`src/rtl/pcm_deserializer.sv`:
```
// pcm_deserializer: oversampling receiver for the 3-wire PCM link (bit clock, LR select, serial data).
// Define PCM_RX_I2S_DELAY_EN for I2S one-bit-delay framing; left-justified framing otherwise.
module pcm_deserializer #(
    parameter int DATA_WIDTH  = 16,
    parameter int SYNC_STAGES = 2
) (
    input  logic                  clk,
    input  logic                  rst_active_low,
    input  logic                  bit_clock_in,
    input  logic                  LR_select_in,
    input  logic                  serial_data_in,
    output logic [DATA_WIDTH-1:0] pcm_data_left,
    output logic [DATA_WIDTH-1:0] pcm_data_right,
    output logic                  pcm_data_valid,
    output logic                  frame_error,
    output logic                  locked
);
    localparam int CW = $clog2(DATA_WIDTH + 1);

    typedef enum logic [1:0] {HUNT, SHIFT, WAIT} state_t;

    logic [SYNC_STAGES-1:0] r_bclkSync, r_lrSync, r_sdataSync;
    logic                   r_bclkPrev, r_strike, r_lrSmp, r_sdataSmp, r_lrPrev;

    state_t                 r_state, w_stateNext;
    logic [CW-1:0]          r_count, w_countNext, w_countBase, w_countInc;
    logic [DATA_WIDTH-2:0]  r_shreg, w_shregNext;
    logic [DATA_WIDTH-1:0]  r_shadow, w_shadowNext;
    logic [DATA_WIDTH-1:0]  r_left, w_leftNext, r_right, w_rightNext;
    logic                   r_channel, w_channelNext, r_leftOk, w_leftOkNext;
    logic                   r_valid, w_validNext, r_error, w_errorNext, r_locked, w_lockedNext;
    logic                   w_lrEdge, w_start, w_shift;
    logic [DATA_WIDTH-1:0]  w_word;

    // All link inputs share the same synchronizer depth so data and LR stay aligned with the strike.
    always_ff @(posedge clk or negedge rst_active_low) begin
        if (!rst_active_low) begin
            r_bclkSync  <= '0;
            r_lrSync    <= '0;
            r_sdataSync <= '0;
            r_bclkPrev  <= 1'b0;
            r_strike    <= 1'b0;
            r_lrSmp     <= 1'b0;
            r_sdataSmp  <= 1'b0;
        end else begin
            r_bclkSync  <= {r_bclkSync[SYNC_STAGES-2:0], bit_clock_in};
            r_lrSync    <= {r_lrSync[SYNC_STAGES-2:0], LR_select_in};
            r_sdataSync <= {r_sdataSync[SYNC_STAGES-2:0], serial_data_in};
            r_bclkPrev  <= r_bclkSync[SYNC_STAGES-1];
            r_strike    <= r_bclkSync[SYNC_STAGES-1] & ~r_bclkPrev;
            r_lrSmp     <= r_lrSync[SYNC_STAGES-1];
            r_sdataSmp  <= r_sdataSync[SYNC_STAGES-1];
        end
    end

    assign w_lrEdge = (r_lrSmp != r_lrPrev);
    assign w_word   = {r_shreg, r_sdataSmp};

    always_comb begin
        w_stateNext   = r_state;
        w_countNext   = r_count;
        w_countBase   = r_count;
        w_countInc    = '0;
        w_shregNext   = r_shreg;
        w_shadowNext  = r_shadow;
        w_channelNext = r_channel;
        w_leftOkNext  = r_leftOk;
        w_leftNext    = r_left;
        w_rightNext   = r_right;
        w_lockedNext  = r_locked;
        w_validNext   = 1'b0;
        w_errorNext   = 1'b0;
        w_start       = 1'b0;
        w_shift       = 1'b0;
        if (r_strike) begin
            case (r_state)
                SHIFT: begin
                    if (w_lrEdge) begin
                        w_start      = 1'b1;
                        w_errorNext  = 1'b1;
                        w_lockedNext = 1'b0;
                        w_leftOkNext = 1'b0;
                    end else begin
                        w_shift = 1'b1;
                    end
                end
                default: w_start = w_lrEdge;
            endcase
            if (w_start) begin
                w_stateNext   = SHIFT;
                w_channelNext = r_lrSmp;
                w_countBase   = '0;
                w_countNext   = '0;
`ifndef PCM_RX_I2S_DELAY_EN
                w_shift       = 1'b1;
`endif
            end
            // A full word either fills the left shadow or completes a stereo pair.
            if (w_shift) begin
                w_countInc  = w_countBase + CW'(1);
                w_shregNext = w_word[DATA_WIDTH-2:0];
                w_countNext = w_countInc;
                if (w_countInc == CW'(DATA_WIDTH)) begin
                    w_stateNext = WAIT;
                    w_countNext = '0;
                    if (!w_channelNext) begin
                        w_shadowNext = w_word;
                        w_leftOkNext = 1'b1;
                    end else if (w_leftOkNext) begin
                        w_leftNext   = r_shadow;
                        w_rightNext  = w_word;
                        w_validNext  = 1'b1;
                        w_lockedNext = 1'b1;
                        w_leftOkNext = 1'b0;
                    end
                end
            end
        end
    end

    always_ff @(posedge clk or negedge rst_active_low) begin
        if (!rst_active_low) begin
            r_state   <= HUNT;
            r_count   <= '0;
            r_shreg   <= '0;
            r_shadow  <= '0;
            r_channel <= 1'b0;
            r_leftOk  <= 1'b0;
            r_lrPrev  <= 1'b0;
            r_left    <= '0;
            r_right   <= '0;
            r_valid   <= 1'b0;
            r_error   <= 1'b0;
            r_locked  <= 1'b0;
        end else begin
            r_state   <= w_stateNext;
            r_count   <= w_countNext;
            r_shreg   <= w_shregNext;
            r_shadow  <= w_shadowNext;
            r_channel <= w_channelNext;
            r_leftOk  <= w_leftOkNext;
            if (r_strike) begin
                r_lrPrev <= r_lrSmp;
            end
            r_left    <= w_leftNext;
            r_right   <= w_rightNext;
            r_valid   <= w_validNext;
            r_error   <= w_errorNext;
            r_locked  <= w_lockedNext;
        end
    end

    assign pcm_data_left  = r_left;
    assign pcm_data_right = r_right;
    assign pcm_data_valid = r_valid;
    assign frame_error    = r_error;
    assign locked         = r_locked;
endmodule
```
`config.mk`:
```
export PLATFORM = sky130hd
export DESIGN_NAME = pcm_deserializer
export DESIGN_NICKNAME = d
export VERILOG_FILES = /design/src/rtl/pcm_deserializer.sv
export SDC_FILE = /design/constraint.sdc
export NUM_CORES = 1
export LEC_CHECK = 0
export ABC_AREA = 1
export BUFFER_PORTS_ARGS = -buffer_cell sky130_fd_sc_hd__buf_2
export CORE_MARGIN = 8
export CORE_UTILIZATION = 40
export DETAILED_ROUTE_END_ITERATION = 8
export PLACE_DENSITY_LB_ADDON = 0.12
export SLEW_MARGIN = 40
export SYNTH_ARGS = -nofsm -noshare
export SYNTH_HDL_FRONTEND = slang
export SYNTH_SLANG_ARGS = --single-unit
```
`constraint.sdc`:
```
create_clock -name clk -period 2.07 [get_ports clk]
set_input_delay 0.3105 -clock clk [delete_from_list [all_inputs] [get_ports clk]]
set_output_delay 0.3105 -clock clk [all_outputs]
set_load 0.03 [all_outputs]
```
# --- Word-level counts from Yosys, hierarchy flattened ---
# Index checks and enable logic that the tools add are counted.
classes:
  n_addsub: 1
  eq_ne: 3
  muxes: 35
  bitwise: 3
  reduce_logical: 3
op_table:
  columns: ["op", "n"]
  rows:
  - ["1-bit 2-to-1 mux", 28]
  - ["5-bit 2-to-1 mux", 4]
  - ["2-bit 2-to-1 mux", 3]
  - ["5-bit by 1-bit adder with 5-bit output (second input constant)", 1]
  - ["5-bit == test (second input constant)", 1]
  - ["5-bit AND reduction", 1]
  - ["4-bit AND reduction", 1]
  - ["2-bit by 1-bit == test with 1-bit output (second input constant)", 1]
  - ["1-bit inverter", 2]
  - ["2-bit AND reduction", 1]
  - ["1-bit AND", 1]
  - ["1-bit inequality test", 1]
word_totals:
  reg_bits: 86
  in_bits: 5
  wordCells: 64

# --- Logic depth before layout (Yosys ltp) ---
# Gate-level depths: netlist of the first run.
depth:
  ltp_word: 11
  depth_mapped: 15

# --- Least setup slack after synthesis of the first run ---
# OpenSTA, ideal clock, no wires.
synth_path:
  kind: "register to register"
  start: "reg r_lrSmp"
  end: "reg r_shadow[10]"
  setup_ps: 117
  t_arrival_ps: 1817
  setup_slack_ps: 136
  path_stages_with_launch: 14
  n_path_buf: 1
  period_less_slack_ps: 1934
  path_cell_list: "dfrtp_1 inv_1 nand2_2 nand2_4 nor2_1 ha_1 inv_1 nand4_1 nand2_2 nor2_8 nand4_4 buf_2 nand2_1 nand2_1"
synth_between:
  elab_chain_len: 9
synth_lines:
  columns: ["element", "line", "rtl"]
  rows:
  - ["start: declaration", "23", "logic r_bclkPrev, r_strike, r_lrSmp, r_sdataSmp, r_lrPrev;"]
  - ["start signal: assignment", "51", "r_lrSmp <= r_lrSync[SYNC_STAGES-1];"]
  - ["1-bit inequality test", "56", "assign w_lrEdge = (r_lrSmp != r_lrPrev);"]
  - ["1-bit 2-to-1 mux", "78", "if (w_lrEdge) begin"]
  - ["1-bit 2-to-1 mux", "76", "case (r_state)"]
  - ["1-bit 2-to-1 mux", "75", "if (r_strike) begin"]
  - ["5-bit 2-to-1 mux", null, null]
  - ["5-bit 2-to-1 mux", "75", null]
  - ["5-bit by 1-bit adder with 5-bit output", "100", "w_countInc = w_countBase + CW'(1);"]
  - ["5-bit == test", "103", "if (w_countInc == CW'(DATA_WIDTH)) begin"]
  - ["4-bit AND reduction (no source line) (*)", null, null]
  - ["end signal: assignment", "139", "r_shadow <= w_shadowNext;"]
  - ["end: declaration", "28", "logic [DATA_WIDTH-1:0] r_shadow, w_shadowNext;"]
# Mark *: on every way between the ends. The rest lies on a longest branch, timed or not. The select of a mux whose other input is x is not followed.
# A chain may end at the register's enable or synchronous reset.

# --- Worst setup path after layout of the first run ---
layout_path:
  start: "reg r_lrPrev"
  end: "reg r_left[7] (netlist: pcm_data_left[7])"
layout_between:
  elab_chain_len: 9
layout_lines:
  columns: ["element", "line", "rtl"]
  rows:
  - ["start: declaration", "23", null]
  - ["start signal: assignment", "143", "r_lrPrev <= r_lrSmp;"]
  - ["1-bit inequality test (*)", "56", null]
  - ["1-bit 2-to-1 mux", "78", null]
  - ["1-bit 2-to-1 mux", "76", null]
  - ["1-bit 2-to-1 mux", "75", null]
  - ["5-bit 2-to-1 mux", null, null]
  - ["5-bit 2-to-1 mux", "75", null]
  - ["5-bit by 1-bit adder with 5-bit output", "100", null]
  - ["5-bit == test", "103", null]
  - ["5-bit AND reduction (no source line) (*)", null, null]
  - ["end signal: assignment", "145", "r_left <= w_leftNext;"]
  - ["end: declaration", "29", "logic [DATA_WIDTH-1:0] r_left, w_leftNext, r_right, w_rightNext;"]
# Marks and branches as above.

==> results of run 1 <==
critical path, delay by kind of cell, from the launching register on:
| kind | cells | cell delay [ps] |
|---|---|---|
| and+or+nand+nor | 10 | 930 |
| adders and majority gates | 1 | 150 |
| buffers and inverters | 4 | 430 |
| DFF | 1 | 410 |
layout make-up:
class	count	area, um^2	area share
flip-flops and latches	86	2152	0.4822
multi-input cells	255	1294	0.2899
repair buffers	69	585.6	0.1312
well taps	108	135.1	0.03028
clock buffers	9	123.9	0.02775
clock inverters	7	97.59	0.02187
inverters	20	75.07	0.01682
stage by stage:
step           utilization  instance area, um^2  worst slack (ps)
6_report            0.5093                 4463             80.52
5_1_grt             0.5093                 4463            -47.63
4_1_cts             0.4796                 4203             24.23
3_5_place_dp        0.4532                 3971             29.21
3_3_place_gp        0.4532                 3971             95.61
2_1_floorplan            -                 3615             135.7
worst paths after layout:
check | slack [ps] | cells after the start | start | to
setup / recovery | 80 | 15 | r_lrPrev | pcm_data_left[7]
hold / removal | 60 | 1 | bit_clock_in | r_bclkSync[0]
setup reg to reg | 80 | 15 | r_lrPrev | pcm_data_left[7]
hold reg to reg | 350 | 0 | r_lrSync[1] | r_lrSmp
max in group asynchronous | 1040 | 3 | rst_active_low | pcm_data_left[10]
min in group asynchronous | 400 | 2 | rst_active_low | r_leftOk
flip-flops by register name, summed over array words and instances (netlist names), 5 cells and up:
signal / count
pcm_data_right: 16
pcm_data_left: 16
r_shadow: 16
r_shreg: 15
r_count: 5
cells in the mapped netlist (all sizes together):
library cell | n | share of area
o22ai | 1 | 0.0017
ha | 2 | 0.0069
a21oi | 1 | 0.0014
nand4 | 54 | 0.10
nor2 | 15 | 0.027
o21ai | 9 | 0.012
buf | 23 | 0.038
inv | 20 | 0.021
dfrtp | 86 | 0.60
and2 | 1 | 0.0017
nand3 | 6 | 0.0083
nand2 | 164 | 0.18
a21boi | 1 | 0.0052
a31oi | 1 | 0.0017
report_power, final:
part           leakage (nW)  internal, mW  total [mW]  switching, mW
clock network         0.106         0.683        1.31          0.622
logic                  1.20         0.184       0.482          0.299
registers              1.16          1.82        1.98          0.164
total                  2.46          2.68        3.77           1.09
repair_timing:
action / 4_1_cts / 5_1_grt
hold endpoints to repair: 25 / 0
endpoints found under the setup margin: 0 / 54
setup buffers: 0 / 7
hold buffers: 1 / 0
gates resized for setup: 0 / 14
cell families (layout without fill, tap and decap cells):
| family | after synthesis | after routing | synth area share |
|---|---|---|---|
| flops | 86 | 86 | 0.5954 |
| simple gates | 240 | 240 | 0.3160 |
| buf+inv | 43 | 105 | 0.05919 |
| fa+ha+maj | 2 | 2 | 0.006922 |
| compound gates | 13 | 13 | 0.02250 |
per-layer routing:
| metal | part of all wire | vias to the layer above |
|---|---|---|
| met1 | 0.49 | 1337 |
| met2 | 0.44 | 77 |
| met3 | 0.056 | 9 |
| met5 | 0 | - |
| li1 | - | 1373 |
| met4 | 0.013 | 0 |
==> flow_summary.ini, run 1 <==
[yosys]
synthCells = 384
synth.distinct_cells = 24
ys_seq_area_frac = 0.5954
syn-num-nets = 391
ys_ff_latch = 86
syn_area_per_cell_um2 = 9.413
netlist_area_mm2 = 0.003615
yosysWarnings = 0

[global_route]
antenna_found_initial = 0
grt_max_degree = 62
grt_use_met1 = 0.1866
grt_util_met2 = 0.1963
use_met3 = 0.03301
grt_usage = 0.1345
grt.busiest_layer = met2
grt_overflow = 0
grt_pass1_vias = 2688
grt_pass1_wl_um = 13790

[finish]
final_common_cell = nand2_1
mostFrequentLayoutCells = nand2_1, dfrtp_1, nand4_1
drive_gt1_frac = 0.2556
layout.cells.non_filler = 554
fin_nets = 448
fillers = 838
area.growth.synth_to_final_pct = 23.47
diodes = 0

[route]
detail-route-antenna-nets = 0
vias = 2796
routed_wl_um = 8627
via_per_inst = 5.047
dr.pass1.iters = 5
initialDrtViolationCount = 136
post_drt_wl_per_cell_um = 15.57
drc = 0

[timing]
final.setup_skew_ps = 12.32
fmax_mhz = 502.6
fin_crit_ps = 1989
hold_violations = 0
tightest_slew_ps = 354.1
holdWs_ps = 58.98
slew_viol_final = 0
min_period_over_period = 0.9611
rsz0062_at_grt = true
max-slew-margin-rel = 0.7640
totalNegativeSetupSlack_ps = 0
setup_violations = 0

[floorplan]
ios = 40
rows = 34
die_h_um = 111.1
die_width_um = 111.1
die_area_mm2 = 0.01233
start_util = 0.4125
coreArea_mm2 = 0.008763

[worst_setup_path]
crit_type = reg -> reg
path_cells = inv_2 > nand2_4 > nand2_4 > nor2_4 > ha_4 > nand2_2 > inv_2 > nand4_1 > nand2_1 > nand2_2 > nor2_4 > buf_12 > clkbuf_16 > nand4_1 > nand2_1
max_stage_delay_ps = 410
cp-start-kind = register
endpoint_kind = register
cp.arrival_ps = 2290
crit_slowest_cell = dfrtp_1
cp.required_ps = 2370
crit_fanout = 7

[placed_design]
dpl.hpwl_um = 5259
gp_congestion = 0.7667
port_buffers = 39
dp_cells = 523

[cts]
clk_pin_slew_worst_paths_ps = 90
clock_path_buffers = 2
cts_buffers = 9
htree_levels = 3
cts_tree = done
clock-sinks = 86
cts_root_buf = clkbuf_8
clk_latency_ps = 360

[pwr]
vdd_drop_max_mv = 0.3809
p_per_area_mw_per_mm2 = 844.5
power.leakage_nw = 2.461
p_total_mw = 3.769

[hold_path]
hp-class = in -> reg

[run]
cap_violations = 0

[run_status]
status = completed
No activity file was read; power rests on OpenSTA's default activity.
==> run 2: changes to the inputs <==
CORE_ASPECT_RATIO = 0.9   (was default)
CORE_UTILIZATION = 30   (was 40)
==> run 2 against run 1 <==
Core utilization is 12 points lower. Power is 13% higher. Sequential power hardly changed. Register-to-register slack worse by 30 ps. Non-clock buffer count is 4 lower. Critical path depth stayed put. Via count is 2.4% lower. Critical path type unchanged. Critical endpoint is now pcm_data_left[5]. Highest routed layer unchanged.
==> flow_summary.ini, run 2 (same netlist as run 1, synthesis figures left out) <==
[run_status]
status = completed

[route]
post_drt_wl_per_cell_um = 14.87
routed_wl_um = 8954
dr_wl_met2_um = 3727
dr.max_layer_used = met4
dr.pass1.iters = 4
drc = 0
detail-route-antenna-nets = 0
dr_wl_met3_um = 393
via_per_inst = 4.533
vias = 2729
initialDrtViolationCount = 230
wl_met1_um = 4690

[timing]
slew_viol_final = 0
fmax_mhz = 495.7
setup_violations = 0
max-slew-margin-rel = 0.7152
rsz0062_at_grt = true
fin_crit_ps = 2018
min_period_over_period = 0.9747
final.setup_skew_ps = 5.175
tightest_slew_ps = 427.2
hold_violations = 0
holdWs_ps = 85.03

[finish]
fin_nets = 444
drive_gt1_frac = 0.2353
mostFrequentLayoutCells = nand2_1, dfrtp_1, nand4_1
final_common_cell = nand2_1
area.growth.synth_to_final_pct = 27.66
diodes = 0
final_cell_area_mm2 = 0.004614

[hold_path]
hold_depth = 1
hp-class = in -> reg
min_to = r_sdataSync[0]
hp-start = serial_data_in

[worst_setup_path]
crit_slowest_cell = dfrtp_1
crit_fanout = 7
reg2reg_depth = 15
r2r-start = r_lrSmp
crit_type = reg -> reg
path_cells = inv_1 > nand2_2 > nand2_4 > nor2_4 > ha_4 > nand2_2 > inv_2 > nand4_1 > nand2_1 > nand2_2 > nor2_4 > buf_12 > clkbuf_16 > nand4_1 > nand2_1
cp-start-kind = register
cp.arrival_ps = 2290
max_stage_delay_ps = 400
timing.rr.end = pcm_data_left[5]
endpoint_kind = register
cp.required_ps = 2340
reg2reg_slack_ps = 50
path_delay_family = simple AND/OR/NAND/NOR gates
crit_buf_inv = 4
crit_top_cell = nand2_2

[floorplan]
coreArea_mm2 = 0.01189
ios = 40
die_width_um = 131.7
die_h_um = 120.1
die_area_mm2 = 0.01582
rows = 38
start_util = 0.3041

[global_route]
grt_max_degree = 58
grt_overflow = 0
grt_usage = 0.1162
antenna_found_initial = 0
grt_pass1_wl_um = 14770
grt_pass1_vias = 2774

[cts]
clk_pin_slew_worst_paths_ps = 60
clock-sinks = 86
clk_latency_ps = 330
clock_path_buffers = 2
cts_tree = done
cts_buffers = 9
cts_root_buf = clkbuf_16
htree_levels = 3

[placed_design]
gp_congestion = 0.7395
dpl.hpwl_um = 5746
port_buffers = 39
dpl-instance-area_mm2 = 0.004064

[pwr]
vdd_drop_max_mv = 0.4796
p_per_area_mw_per_mm2 = 920.5
power.leakage_nw = 2.495

[run]
cap_violations = 0
-- run 2: cell types whose count changed in the layout (fill, tap and decap cells not counted), sizes merged --
cell / change
clkinv: -1
bufinv: +1
inv: -1
buf: -4
clkinvlp: -2
clkbuf: +3
-- run 2: power by group --
| group | switching (mW) | total (mW) | leakage, nW | internal (mW) |
|---|---|---|---|---|
| combinational | 0.296 | 0.474 | 1.18 | 0.178 |
| sequential | 0.160 | 1.98 | 1.16 | 1.82 |
| clock | 0.615 | 1.79 | 0.161 | 1.18 |
| total | 1.07 | 4.25 | 2.50 | 3.18 |
-- run 2: metal layers --
metal / vias up / GRT usage
met4: 0 / 0.04731
met2: 61 / 0.1655
met3: 10 / 0.03383
met5: - / 0
li1: 1368 / -
met1: 1290 / 0.1617
-- run 2: worst max-delay path by stage --
stage                  start                end  slack, ps  cells after the start
finish               r_lrSmp   pcm_data_left[5]         50                     15
global route         r_lrSmp        r_shadow[2]        -90                     15
CTS                 r_lrPrev  pcm_data_right[2]          7                     13
detailed placement  r_lrPrev  pcm_data_right[2]         40                     13
global placement     r_lrSmp   pcm_data_left[5]         80                     12
floorplan            r_lrSmp       r_shadow[10]        140                     13
-- run 2: cell type report --
cell class / count / area [um^2]
multi-input cells: 255 / 1284
repair buffers: 65 / 571.8
well taps: 160 / 200.2
fillers: 1216 / 7272
inverters: 20 / 75.07
clock buffers: 12 / 236.5
flip-flops and latches: 86 / 2152
clock inverters: 4 / 95.09
-- run 2: worst reg2reg max path, stage by stage (launching register included) --
cell	delay (ps)
dfrtp_1	400
inv_1	70
nand2_2	80
nand2_4	70
nor2_4	140
ha_4	160
nand2_2	50
inv_2	70
nand4_1	90
nand2_1	100
nand2_2	70
nor2_4	170
buf_12	160
clkbuf_16	150
nand4_1	100
nand2_1	70
-- run 2: stage by stage --
stage          instances  worst slack [ps]  power, mW    util  setup TNS (ps)
2_1_floorplan        384             135.7      2.252       -               0
3_3_place_gp         577             76.70      2.440  0.3419               0
3_5_place_dp         577             39.21      2.442  0.3419               0
4_1_cts              594             7.291      4.271  0.3706               0
5_1_grt              602            -93.29      4.462  0.3882           -2397
6_report             602             52.46      4.248  0.3882               0
-- run 2: timing repair --
| item | in CTS | in global routing |
|---|---|---|
| hold buffers | 1 | 0 |
| endpoints found under the setup margin | 0 | 50 |
| endpoints found under the hold margin | 29 | 0 |
| buffers inserted | 0 | 3 |
| gates resized for setup | 0 | 13 |
==> run 3: changes to the inputs <==
CORE_MARGIN = 2   (was 8)
CTS_BUF_LIST = sky130_fd_sc_hd__clkbuf_4   (was default)
SLEW_MARGIN = default   (was 40)
==> run 3 against run 2 <==
Hold slack better by 260 ps. Power decreased by 18%. Highest routed layer unchanged. Maximum frequency increased by 0.27%. Critical path depth did not move. Non-clock buffer count decreased by 1. Largest cell class unchanged. Critical endpoint is now r_shadow[2]. Sequential cell count unchanged. Design area decreased by 4.1%.
==> flow_summary.ini, run 3 (same netlist as run 1, synthesis figures left out) <==
[run_status]
status = completed

[finish]
fin_nets = 443
post-route-util = 0.3721
drive_gt1_frac = 0.2313
final_common_cell = nand2_1
area.growth.synth_to_final_pct = 22.36
fillers = 1251
mostFrequentLayoutCells = nand2_1, dfrtp_1, nand4_1
diodes = 0

[cts]
cts_tree = done
clk_latency_ps = 450
cts_buffers = 9
clk_pin_slew_worst_paths_ps = 130
clock-sinks = 86
htree_levels = 3
cts_root_buf = clkbuf_4
clock_path_buffers = 2

[global_route]
grt_max_degree = 53
grt_pass1_wl_um = 13750
grt_pass1_vias = 2638
grt_usage = 0.1366
antenna_found_initial = 0
grt_overflow = 0

[worst_setup_path]
crit_type = reg -> reg
path_cells = inv_2 > nand2_2 > nand2_4 > nor2_4 > ha_4 > nand2_2 > inv_2 > nand4_1 > nand2_1 > nand2_2 > nor2_4 > buf_12 > clkbuf_16 > nand4_1 > nand2_1
path_delay_family = simple AND/OR/NAND/NOR gates
endpoint_kind = register
max_stage_delay_ps = 450
crit_top_cell = nand2_2
crit_buf_inv = 4
crit_fanout = 8
crit_slowest_cell = dfrtp_1
cp-start-kind = register
cp.arrival_ps = 2400
cp.required_ps = 2460

[floorplan]
rows = 38
die_h_um = 108.1
coreArea_mm2 = 0.01189
ios = 40
start_util = 0.3041
die_width_um = 119.7
die_area_mm2 = 0.01294

[timing]
final.setup_skew_ps = 15.85
min_period_over_period = 0.9720
max-slew-margin-rel = 0.6862
setup_violations = 0
fin_crit_ps = 2012
slew_viol_final = 0
totalNegativeSetupSlack_ps = 0
tightest_slew_ps = 470.7
holdWs_ps = 343.5
rsz0062_at_grt = true
fmax_mhz = 497.0
hold_violations = 0

[route]
routed_wl_um = 8594
drc = 0
initialDrtViolationCount = 161
detail-route-antenna-nets = 0
via_per_inst = 4.516
vias = 2714
dr.pass1.iters = 4
post_drt_wl_per_cell_um = 14.30

[pwr]
p_seq_frac = 0.566
switching_share = 0.2924
vdd_drop_max_mv = 0.3020
power.leakage_nw = 2.400
p_sw_mw = 1.020
pwr-share-clk = 0.303
p_per_area_mw_per_mm2 = 788.5
p_comb_frac = 0.131
internal-power_mw = 2.468

[hold_path]
hp-class = in -> async

[placed_design]
dpl.hpwl_um = 5336
gp_congestion = 0.7725
port_buffers = 39

[run]
cap_violations = 0
## run 3: cell types whose count changed in the layout (fill, tap and decap cells not counted), sizes merged
cell / change
buf: -3
dlygate4sd3: +3
clkbuf: -4
bufinv: -1
clkinv: +3
clkinvlp: +1
## run 3: final timing paths
check | startpoint | to | slack (ps) | cells past startpoint
min reg2reg | r_lrSync[1] | r_lrSmp | 360 | 0
max in group asynchronous | rst_active_low | pcm_data_right[4] | 1090 | 3
max | r_lrSmp | r_shadow[2] | 60 | 15
min in group clk | r_lrSync[1] | r_lrSmp | 360 | 0
max reg2reg | r_lrSmp | r_shadow[2] | 60 | 15
min | rst_active_low | r_lrPrev | 340 | 2
## run 3: through the flow
step	cell area, um^2	total power, mW	setup WS [ps]	cells
3_3_place_gp	4026	2.404	108.9	572
5_1_grt	4423	3.695	-95.30	601
4_1_cts	4223	3.497	23.95	592
2_1_floorplan	3615	2.252	135.7	384
3_5_place_dp	4026	2.409	46.70	572
6_report	4423	3.488	57.96	601
## run 3: area by class of cell
class	instances	area [um^2]	area share
Sequential cell	86	2152	0.4866
Clock inverter	7	88.84	0.02008
Multi-Input combinational cell	255	1284	0.2902
Tap cell	160	200.2	0.04526
Inverter	20	75.07	0.01697
Clock buffer	9	67.56	0.01528
Timing Repair Buffer	64	555.5	0.1256
## run 3: layer usage
layer  share of wire  routed length [um]  GRT usage
met3           0.045                 391    0.03586
met2            0.42                3605     0.1984
met5               0                   0          0
met1            0.52                4458     0.1968
met4           0.016                 138    0.04790
## run 3: power groups by stage
stage          Clock, mW  Sequential [mW]  Combinational, mW
4_1_cts             1.11             1.97              0.417
3_5_place_dp           0             2.00              0.410
6_report            1.06             1.97              0.456
5_1_grt             1.17             2.00              0.525
3_3_place_gp           0             2.00              0.406
2_1_floorplan          0             1.95              0.298
## run 3: timing repair
action	4_1_cts	5_1_grt
hold endpoints to repair	37	0
endpoints found under the setup margin	0	49
gates resized for setup	0	14
hold buffers	4	0
buffers inserted	0	5
